[config.mk]
export PLATFORM = sky130hd
export DESIGN_NAME = sata_identify_generator
export DESIGN_NICKNAME = d
export VERILOG_FILES = /design/src/rtl/sata_identify_pkg.sv /design/src/rtl/sata_identify_dword_mux.sv /design/src/rtl/sata_identify_generator.sv
export VERILOG_INCLUDE_DIRS = /design/src /design/src/rtl
export SDC_FILE = /design/constraint.sdc
export NUM_CORES = 1
export LEC_CHECK = 0
export ABC_AREA = 1
export BUFFER_PORTS_ARGS = -buffer_cell sky130_fd_sc_hd__buf_2
export CAP_MARGIN = 20
export CORE_UTILIZATION = 25
export DETAILED_ROUTE_END_ITERATION = 6
export PLACE_DENSITY = 0.4
export SLEW_MARGIN = 5
export SYNTH_ARGS = -nofsm -noshare
export SYNTH_HDL_FRONTEND = slang
export SYNTH_SLANG_ARGS = --single-unit
[constraint.sdc]
create_clock -name clk -period 6.5 [get_ports clk]
set_input_delay 0 -clock clk [delete_from_list [all_inputs] [get_ports clk]]
set_output_delay 0 -clock clk [all_outputs]
set_load 0.01 [all_outputs]
[src/rtl/sata_defs.svh]
// Shared SATA protocol definitions.
// Provides the FIS type codes used by the IDENTIFY generator and parser.
`ifndef SATA_DEFS_SVH
`define SATA_DEFS_SVH

// Data FIS type code: first byte of every data frame.
`define SATA_DATA_FIS 8'h46

`endif

[src/rtl/sata_identify_pkg.sv]
// Constants and types shared by the IDENTIFY generator and the matching parser.
// Holds the frame length, the beat indices of the populated identify words,
// the 28-bit LBA ceiling, the word-255 signature and the FSM state type.
`include "sata_defs.svh"

package sata_identify_pkg;

   localparam logic [7:0]  DATA_FIS      = `SATA_DATA_FIS;

   // One header dword plus 256 identify words packed two per dword.
   localparam int unsigned FIS_LEN       = 129;

   // Beat index n carries identify words 2(n-1) and 2(n-1)+1.
   localparam logic [7:0]  BEAT_HEADER   = 8'd0;
   localparam logic [7:0]  BEAT_LBA28    = 8'd31;   // words 60/61
   localparam logic [7:0]  BEAT_SATA_CAP = 8'd39;   // word 76
   localparam logic [7:0]  BEAT_CMD_SET  = 8'd42;   // word 83
   localparam logic [7:0]  BEAT_LBA48_LO = 8'd51;   // words 100/101
   localparam logic [7:0]  BEAT_LBA48_HI = 8'd52;   // words 102/103
   localparam logic [7:0]  BEAT_LAST     = 8'(FIS_LEN - 1);  // words 254/255

   localparam logic [27:0] LBA28_MAX     = 28'h0FFF_FFFF;
   localparam logic [7:0]  ID_SIGNATURE  = 8'hA5;
   // 48-bit address feature set supported, bit 14 marks the word valid.
   localparam logic [15:0] WORD83_VAL    = 16'h4400;

   typedef enum logic [0:0] {
      StIdle,
      StSend
   } gen_state_e;

   // Mod-256 sum of the four bytes of a dword.
   function automatic logic [7:0] dword_byte_sum(input logic [31:0] d);
      return d[7:0] + d[15:8] + d[23:16] + d[31:24];
   endfunction

endpackage

[src/rtl/sata_identify_dword_mux.sv]
// Combinational IDENTIFY dword builder.
// Maps a beat index plus the latched capability/LBA fields and the running
// byte accumulator onto the 32-bit frame dword for that beat.
// Ports:
//   beat_i  beat index 0..128
//   caps_i  {sata3, sata2, sata1} capability flags
//   lba_i   48-bit maximum user LBA
//   acc_i   mod-256 byte sum of beats 1..127 already sent
//   dat_o   frame dword for beat_i
module sata_identify_dword_mux
   import sata_identify_pkg::*;
(
   input  logic [7:0]  beat_i,
   input  logic [2:0]  caps_i,
   input  logic [47:0] lba_i,
   input  logic [7:0]  acc_i,
   output logic [31:0] dat_o
);

   logic [27:0] lba28;
   logic [7:0]  checksum;

   always_comb begin
      // Drives larger than 28 bits report the 28-bit ceiling.
      lba28 = (lba_i < {20'd0, LBA28_MAX}) ? lba_i[27:0] : LBA28_MAX;
      // Byte 511 makes the 512-byte sum zero; byte 510 is the signature.
      checksum = 8'h00 - acc_i - ID_SIGNATURE;

      dat_o = '0;
      case (beat_i)
         BEAT_HEADER:   dat_o = {24'd0, DATA_FIS};
         BEAT_LBA28:    dat_o = {4'd0, lba28};
         BEAT_SATA_CAP: dat_o = {28'd0, caps_i, 1'b0};
         BEAT_CMD_SET:  dat_o = {WORD83_VAL, 16'd0};
         BEAT_LBA48_LO: dat_o = lba_i[31:0];
         BEAT_LBA48_HI: dat_o = {16'd0, lba_i[47:32]};
         BEAT_LAST:     dat_o = {checksum, ID_SIGNATURE, 16'd0};
         default:       dat_o = '0;
      endcase
   end

endmodule

[src/rtl/sata_identify_generator.sv]
// SATA IDENTIFY DEVICE data frame generator.
// On start (while idle) latches the capability flags and max LBA, then
// streams a 129-dword frame (data FIS header + 256 identify words) over a
// valid/ready interface, appending a checksum so the 512 identify bytes sum
// to zero. done pulses for one cycle after the last beat transfers.
// Ports:
//   clk, reset         single clock, synchronous active-high reset
//   start              frame request, sampled only while idle
//   sata1/2/3_supported, max_lba_address   frame content, latched on start
//   o_dat/o_val/o_eop  frame stream; o_rdy from the sink
//   busy               frame in progress
//   done               one-cycle completion pulse
module sata_identify_generator
   import sata_identify_pkg::*;
(
   input  logic        clk,
   input  logic        reset,
   input  logic        start,
   input  logic        sata1_supported,
   input  logic        sata2_supported,
   input  logic        sata3_supported,
   input  logic [47:0] max_lba_address,
   output logic [31:0] o_dat,
   output logic        o_val,
   output logic        o_eop,
   input  logic        o_rdy,
   output logic        busy,
   output logic        done
);

   gen_state_e  state_q, state_d;
   logic [7:0]  n_q, n_d;
   logic [7:0]  acc_q, acc_d;
   logic [2:0]  caps_q, caps_d;
   logic [47:0] lba_q, lba_d;
   logic        done_q, done_d;

   logic [31:0] mux_dat;
   logic        sending;

   sata_identify_dword_mux u_dword_mux (
      .beat_i (n_q),
      .caps_i (caps_q),
      .lba_i  (lba_q),
      .acc_i  (acc_q),
      .dat_o  (mux_dat)
   );

   assign sending = (state_q == StSend);

   always_comb begin
      state_d = state_q;
      n_d     = n_q;
      acc_d   = acc_q;
      caps_d  = caps_q;
      lba_d   = lba_q;
      done_d  = 1'b0;

      case (state_q)
         StIdle: begin
            if (start) begin
               state_d = StSend;
               n_d     = '0;
               acc_d   = '0;
               caps_d  = {sata3_supported, sata2_supported, sata1_supported};
               lba_d   = max_lba_address;
            end
         end
         StSend: begin
            if (o_rdy) begin
               if (n_q == BEAT_LAST) begin
                  state_d = StIdle;
                  n_d     = '0;
                  done_d  = 1'b1;
               end else begin
                  n_d = n_q + 8'd1;
                  // Header beat is not part of the identify payload.
                  if (n_q != BEAT_HEADER) begin
                     acc_d = acc_q + dword_byte_sum(mux_dat);
                  end
               end
            end
         end
         default: state_d = StIdle;
      endcase
   end

   always_comb begin
      o_val = sending;
      o_eop = sending && (n_q == BEAT_LAST);
      o_dat = sending ? mux_dat : '0;
      busy  = sending;
      done  = done_q;
   end

   always_ff @(posedge clk) begin
      if (reset) begin
         state_q <= StIdle;
         n_q     <= '0;
         acc_q   <= '0;
         caps_q  <= '0;
         lba_q   <= '0;
         done_q  <= 1'b0;
      end else begin
         state_q <= state_d;
         n_q     <= n_d;
         acc_q   <= acc_d;
         caps_q  <= caps_d;
         lba_q   <= lba_d;
         done_q  <= done_d;
      end
   end

endmodule

==> results of run 1 <==
## path summary, 6_finish.rpt
kind,start,cells after the start,slack [ns],endpoint
worst min register to register,caps_q[1],2,0.47,caps_q[1]
worst max register to register,n_q[0],29,1.04,acc_q[7]
worst min-delay path,reset,2,0.06,n_q[4]
worst max-delay path,n_q[0],29,1.04,acc_q[7]
## routing by layer
layer  up-vias  part of all wire [%]  GRT usage, %
met5         -                     0             0
met4         0                   1.4          4.99
met3        11                   4.2          3.19
met2       117                    45          26.3
met1      2061                    49          22.6
li1       2322                     -             -
## repair_timing
action	4_1_cts	5_1_grt
hold endpoints to repair	52	0
setup buffers	0	0
hold buffers	52	0
## report_power, final
| part | total, W | switching [W] | internal [W] |
|---|---|---|---|
| clock | 0.000529 | 0.000186 | 0.000344 |
| sequential | 0.000476 | 0.0000265 | 0.000450 |
| combinational | 0.000140 | 0.0000765 | 0.0000639 |
| total | 0.00115 | 0.000289 | 0.000857 |
## cell usage in the layout (no fill, tap or decap), drive strengths merged, types with 3 or more instances in the layout
cell type	instances
nand3	21
fa	20
buf	93
clkinv	3
clkbuf	11
a211oi	6
nand4	3
dlygate4sd3	52
a22oi	9
dfxtp	69
o21ai	64
nand2	108
nor3	4
a221oi	6
a21oi	48
inv	78
ha	12
nor2	151
## metrics by stage
stage	util [%]	total power (W)	cell area [sq um]	hold WS, ns
floorplan	-	0.000552	4430	0.167
global placement	29.3	0.000603	5060	0.248
detailed placement	29.3	0.000604	5060	0.256
CTS	34.1	0.00117	5900	0.0439
global route	34.1	0.00121	5900	0.0737
finish	34.1	0.00115	5900	0.0608
## final cells by class
class | instances | area [sq um] | area share (%)
multi-input cells | 466 | 2630 | 44.5
well taps | 225 | 282 | 4.77
inverters | 80 | 303 | 5.13
flip-flops and latches | 69 | 1380 | 23.4
repair buffers | 145 | 993 | 16.8
clock buffers | 11 | 243 | 4.11
clock inverters | 4 | 72.6 | 1.23
## sequential cells by signal, indices dropped and copies added, names as in the netlist
name,count
lba_q,48
acc_q,8
n_q,8
caps_q,3
busy,1
done,1
## kinds of logic (layout without fill, tap and decap cells)
kind of cell / count (synthesis) / in the layout / share of synthesized area (%)
AO/OA/AOI/OAI: 143 / 143 / 18.4
adder cells (fa/ha/maj): 32 / 32 / 12.4
flip-flops: 69 / 69 / 31.2
XOR/XNOR: 2 / 2 / 0.396
buffers and inverters: 108 / 240 / 9.49
AND/OR/NAND/NOR: 289 / 289 / 28.1
## worst reg2reg max path: cells and delay by family, from the launching register on
kind,cells,cell delay [ns]
adders and majority gates,6,1.98
and+or+nand+nor,11,1.28
buffers and inverters,8,0.93
AOI/OAI and AO/OA,4,0.82
DFF,1,0.34
==> out/results.ini, run 1 <==
[worst_setup_path]
crit_fanout=38
start_kind=register
cpMostUsedCell=inv_1
slowest_delay_ns=0.54
critPathRequiredTime_ns=6.71
criticalPathCategory=reg -> reg
worstPathArrival_ns=5.67
crit_slowest_cell=a221oi_1
crit_buf_inv=8
end_kind=register
cp_top_family=adder cells

[place]
dp_slack_ns=1.05
placed_cells=933
dp_hpwl_um=11400
numPortBuffers=90
routabilityCongestion=0.807

[sta]
tightest_slew_ns=0.803
timing.fmax_ghz=0.183
hold_violations=0
setup_tns_ns=0
rsz0062_at_grt=false
min_period_ns=5.46
fin_worst_skew_ns=0.00848
finalSetupViolCount=0
worst_slack_ns=1.04
finalMaxSlewViolations=0
period_share_pct=84.0
maxSlewHeadroom_pct=46.3

[final_layout]
fin_nets=858
drive_gt1_share_pct=19.1
antenna_cells=0
area_growth_pct=33.3
final-instance-count-excl-fill=1000
n_fill_cell=1885

[clock_tree]
clk_pin_slew_ns=0.06
clock_path_buffers=2
cts_made_buffers=9
cts_tree=yes
cts_resized=0
root_buffer=clkbuf_16
htreeDepth=3
clkLatencyLatePin_ns=0.34
clkSinkCount=69

[synthesis]
synthArstFlopShare_pct=0
yosysMostFrequentCell=nor2_1
synthCells=643
synthesis.nets=730
yosys-top-cells-count=145 x nor2_1, 94 x nand2_1, 69 x dfxtp_1
ys_warn_count=0
yosys.area.top_type_share_pct=31.2
synth_edf_count=0
synth_ff_type=dfxtp_1
syn-cell-area_sq_um=4430
syn_area_per_cell_sq_um=6.89
yosysTopAreaCell=dfxtp_1
yosys_register_bits=69
ys_types=40
yosysSeqAreaShare_pct=31.2
ys_top_cells_by_area=dfxtp_1 31%, nor2_1 12%, fa_1 9.0%

[die]
ioPinCount=91
fp.dieH_um=135
fp.dieW_um=135
start_util_pct=25.6
core-area_sq_um=17300
die_area_sq_um=18200
core.rowCount=48

[drt]
drt_first_pass_iters=7
first_iter_violations=295
vias=4511
wl_um=14500
drtAntennaViolNets=0
post_drt_wl_per_cell_um=14.5
drc_errors=0
via_per_inst=4.51

[job]
cap_violations=0

[global_route]
grt_pass1_wl_um=22900
first_global_vias=4257
antenna_found_initial=0
grt_usage_pct=16.6
gr-total-overflow=0
grt_max_degree=61

[power]
power_per_cell_area_nw_per_um2=194
p_leak_nw=2.77
max-vdd-ir-drop_uv=109

[run_status]
status=finished clean

[hold_path]
worst_hold_path_type=in -> reg

No activity file was read; power rests on OpenSTA's default activity.
==> run 2, diff against run 1 <==
- ABC_AREA: 1 -> 0
- PLACE_DENSITY: 0.4 -> 0.41
- clock period: 6.5 -> 5 ns (I/O delays scaled with it)
==> run 2 against run 1 <==
  * Maximum frequency increased by 14%
  * Combinational power up 64%
  * Critical path type unchanged
  * Critical endpoint unchanged
  * Via count up 1.2%
  * Clock skew fell by 0.0028 ns
  * Largest power group is now registers
==> out/results.ini, run 2 <==
[global_route]
grt_pass1_wl_um=24200  ; +5.5%
grtUsageMet1_pct=23.1  ; +0.53 points
grt_usage_pct=18.1  ; +1.5 points
first_global_vias=4533  ; +6.5%
gr-total-overflow=0  ; unchanged
antenna_found_initial=0  ; unchanged
grt_max_degree=54  ; -11%
grt_busiest_layer=met2
grtUsageMet3_pct=3.81  ; +0.62 points
use_met2_pct=30.7  ; +4.4 points

[run_status]
status=finished clean

[final_layout]
drive_gt1_share_pct=28.8  ; +9.7 points
final-instance-count-excl-fill=973  ; -2.7%
fin_nets=835  ; -2.7%
final_cell_mix=144 x nand2_1, 90 x buf_2, 81 x a21oi_1
largest_register_ffs=48  ; unchanged
stdcell_area_sq_um=6330  ; +7.3%
final_common_cell=nand2_1
area_growth_pct=49.4
largest_register=lba_q
top_regs=lba_q x48, acc_q x8, n_q x8
antenna_cells=0  ; unchanged
finalCoreUtilization_pct=38.2  ; +4.1 points
n_fill_cell=1772  ; -6.0%

[drt]
post_drt_wl_per_cell_um=15.7  ; +8.6%
via_per_inst=4.69  ; +4.0%
drtAntennaViolNets=0  ; unchanged
first_iter_violations=301  ; +2.0%
wl_um=15300  ; +5.6%
vias=4565  ; +1.2%
drc_errors=0  ; unchanged
drt_first_pass_iters=4  ; -3

[synthesis]
synth_xor_area_share_pct=2.81  ; +2.4 points
synth_compound_area_share_pct=19.0  ; +0.57 points
synth-simple-area-share_pct=26.1  ; -1.9 points
synthCells=554  ; -14%
syn_area_per_cell_sq_um=7.65  ; +11%
synth_top_family_by_area=simple AND/OR/NAND/NOR gates
ys_top_cells_by_area=dfxtp_1 33%, nand2_1 13%, a21oi_1 9.7%
synth_ff_type=dfxtp_1
ys_types=52  ; +30%
synthesis.nets=641  ; -12%
synth_edf_count=0  ; unchanged
synthArstFlopShare_pct=0  ; unchanged
ys_warn_count=0  ; unchanged
yosys.area.top_type_share_pct=32.6  ; +1.4 points
yosysMostFrequentCell=nand2_1
yosysTopAreaCell=dfxtp_1
syn-cell-area_sq_um=4240  ; -4.3%
yosysSeqAreaShare_pct=32.6  ; +1.4 points
yosys-top-cells-count=144 x nand2_1, 82 x a21oi_1, 69 x dfxtp_1
synthMuxAreaShare_pct=0  ; unchanged
synth-adder-area-share_pct=13.0  ; +0.56 points
yosys_register_bits=69  ; unchanged

[clock_tree]
clock_path_buffers=2  ; unchanged
htreeDepth=3  ; unchanged
clkSinkCount=69  ; unchanged
cts_tree=yes
clkLatencyLatePin_ns=0.34  ; about the same
clk_pin_slew_ns=0.06  ; about the same
root_buffer=clkbuf_16
cts_made_buffers=9  ; unchanged

[place]
dp_hpwl_um=11900  ; +3.8%
routabilityCongestion=0.873  ; +8.2%
dpl-instance-area_sq_um=5370  ; +6.1%
numPortBuffers=90  ; unchanged
placed_cells=901  ; -3.4%

[power]
p_leak_nw=2.79  ; +0.62%
p_total_w=0.00143  ; +24%
max-vdd-ir-drop_uv=163  ; +49%
power_per_cell_area_nw_per_um2=225  ; +16%

[die]
ioPinCount=91  ; unchanged
die_area_sq_um=17500  ; -4.3%
fp.dieW_um=132  ; -2.2%
core-area_sq_um=16600  ; -4.1%
core.rowCount=47  ; -2.1%
start_util_pct=25.5  ; -0.053 points
fp.dieH_um=132  ; -2.2%

[sta]
timing.fmax_ghz=0.209  ; +14%
tightest_slew_ns=1.03  ; +0.226 ns
min_period_ns=4.79  ; -0.668 ns
fin_hold_ws_ns=0.189  ; +0.128 ns
period_share_pct=95.8  ; +12 points
hold_violations=0  ; unchanged
rsz0062_at_grt=true
fin_worst_skew_ns=0.00571  ; -0.00276 ns
finalMaxSlewViolations=0  ; unchanged
finalSetupViolCount=0  ; unchanged
maxSlewHeadroom_pct=31.3  ; -15 points

[worst_setup_path]
crit_fanout=5  ; -87%
slowest_delay_ns=0.51  ; -0.03 ns
reg2reg_depth=21  ; -28%
r2r-start=lba_q[40]
r2r_end=acc_q[7]
end_kind=register
start_kind=register
criticalPathCategory=reg -> reg
crit_chain=nor4_2, nand3_1, a211oi_2, nor2_2, buf_6, a221o_1, fa_1, inv_1, fa_1, fa_1, inv_1, ha_2, inv_1, fa_2, nor2b_4, nor3_4, o21bai_1, a21oi_1, xnor3_1, xnor2_1, o41ai_2
worstPathArrival_ns=5.04  ; -0.63 ns
crit_slowest_cell=fa_1
critPathRequiredTime_ns=5.25  ; -1.46 ns
rrSetupSlack_ns=0.21  ; -0.83 ns

[job]
cap_violations=0  ; unchanged

[hold_path]
hold_path_end=n_q[7]
holdPathStages=4  ; +2
worst_hold_path_type=in -> reg
min_from=start

## run 2: cell count changes in the layout (fill, tap and decap cells not counted), moves of 7 or more
cell	before	now
nor2_1	145	33
buf_4	3	74
inv_1	67	30
nand2_2	12	0
a21oi_1	47	81
nand2_1	94	144
o21ai_0	61	7
nand3_2	7	0
inv_2	10	1
and2_1	0	14
xnor2_1	1	10
## run 2: worst max-delay path by stage
stage                     startpoint       end  slack, ns  depth (start not counted)
final                      lba_q[40]  acc_q[7]       0.21                         21
after global placement     lba_q[18]  acc_q[7]      -0.11                         22
after global routing       lba_q[39]  acc_q[7]     -0.003                         21
after floorplan               n_q[0]  acc_q[7]       0.02                         22
after detailed placement   lba_q[15]  acc_q[7]      -0.21                         22
after CTS                  lba_q[28]  acc_q[7]      0.002                         21
## run 2: final cells by class
cell class	count	area [sq um]	area share [%]
Multi-Input combinational cell	418	2710	42.9
Timing Repair Buffer	219	1570	24.8
Sequential cell	69	1390	21.9
Tap cell	220	275	4.35
Clock buffer	10	229	3.62
Inverter	31	116	1.84
Clock inverter	6	38.8	0.613
## run 2: where the power goes
part	leakage, nW	total (W)	internal [W]	switching (W)
sequential	0.567	0.000608	0.000578	0.0000295
combinational	2.09	0.000230	0.000112	0.000119
clock	0.129	0.000587	0.000335	0.000253
## run 2: critical path, delay by kind of cell, from the launching register on
family                   cells  cell delay, ns
AND/OR/NAND/NOR              5            0.66
adder cells (fa/ha/maj)      5            2.07
XOR/XNOR                     2            0.33
AO/OA/AOI/OAI                5            0.94
flip-flops                   1            0.35
buffers and inverters        4            0.31
## run 2: repair_timing
item / 4_1_cts / 5_1_grt
hold buffers: 52 / 0
buffers inserted: 2 / 2
pin swaps: 3 / 12
endpoints found under the hold margin: 53 / 0
gates resized for setup: 3 / 30
setup endpoints to repair: 2 / 2
## run 2: logic make-up (layout without fill, tap and decap cells)
| logic type | count (synthesis) | in the layout |
|---|---|---|
| AOI/OAI and AO/OA | 130 | 130 |
| xor gates and xnor gates | 12 | 12 |
| adders and majority gates | 32 | 32 |
| buffers and inverters | 67 | 266 |
| DFF | 69 | 69 |
| and+or+nand+nor | 244 | 244 |
## run 2: per-stage QoR
step	setup TNS (ns)	setup slack (ns)
4_1_cts	0	0.00199
6_report	0	0.211
3_5_place_dp	-0.210	-0.210
5_1_grt	-0.00307	-0.00307
3_3_place_gp	-0.111	-0.111
2_1_floorplan	0	0.0172
## run 2: per-layer routing
metal / vias up / wire length (um)
met4: 0 / 254
met1: 2167 / 7130
met2: 118 / 7250
met5: - / 0
met3: 18 / 679
li1: 2262 / -
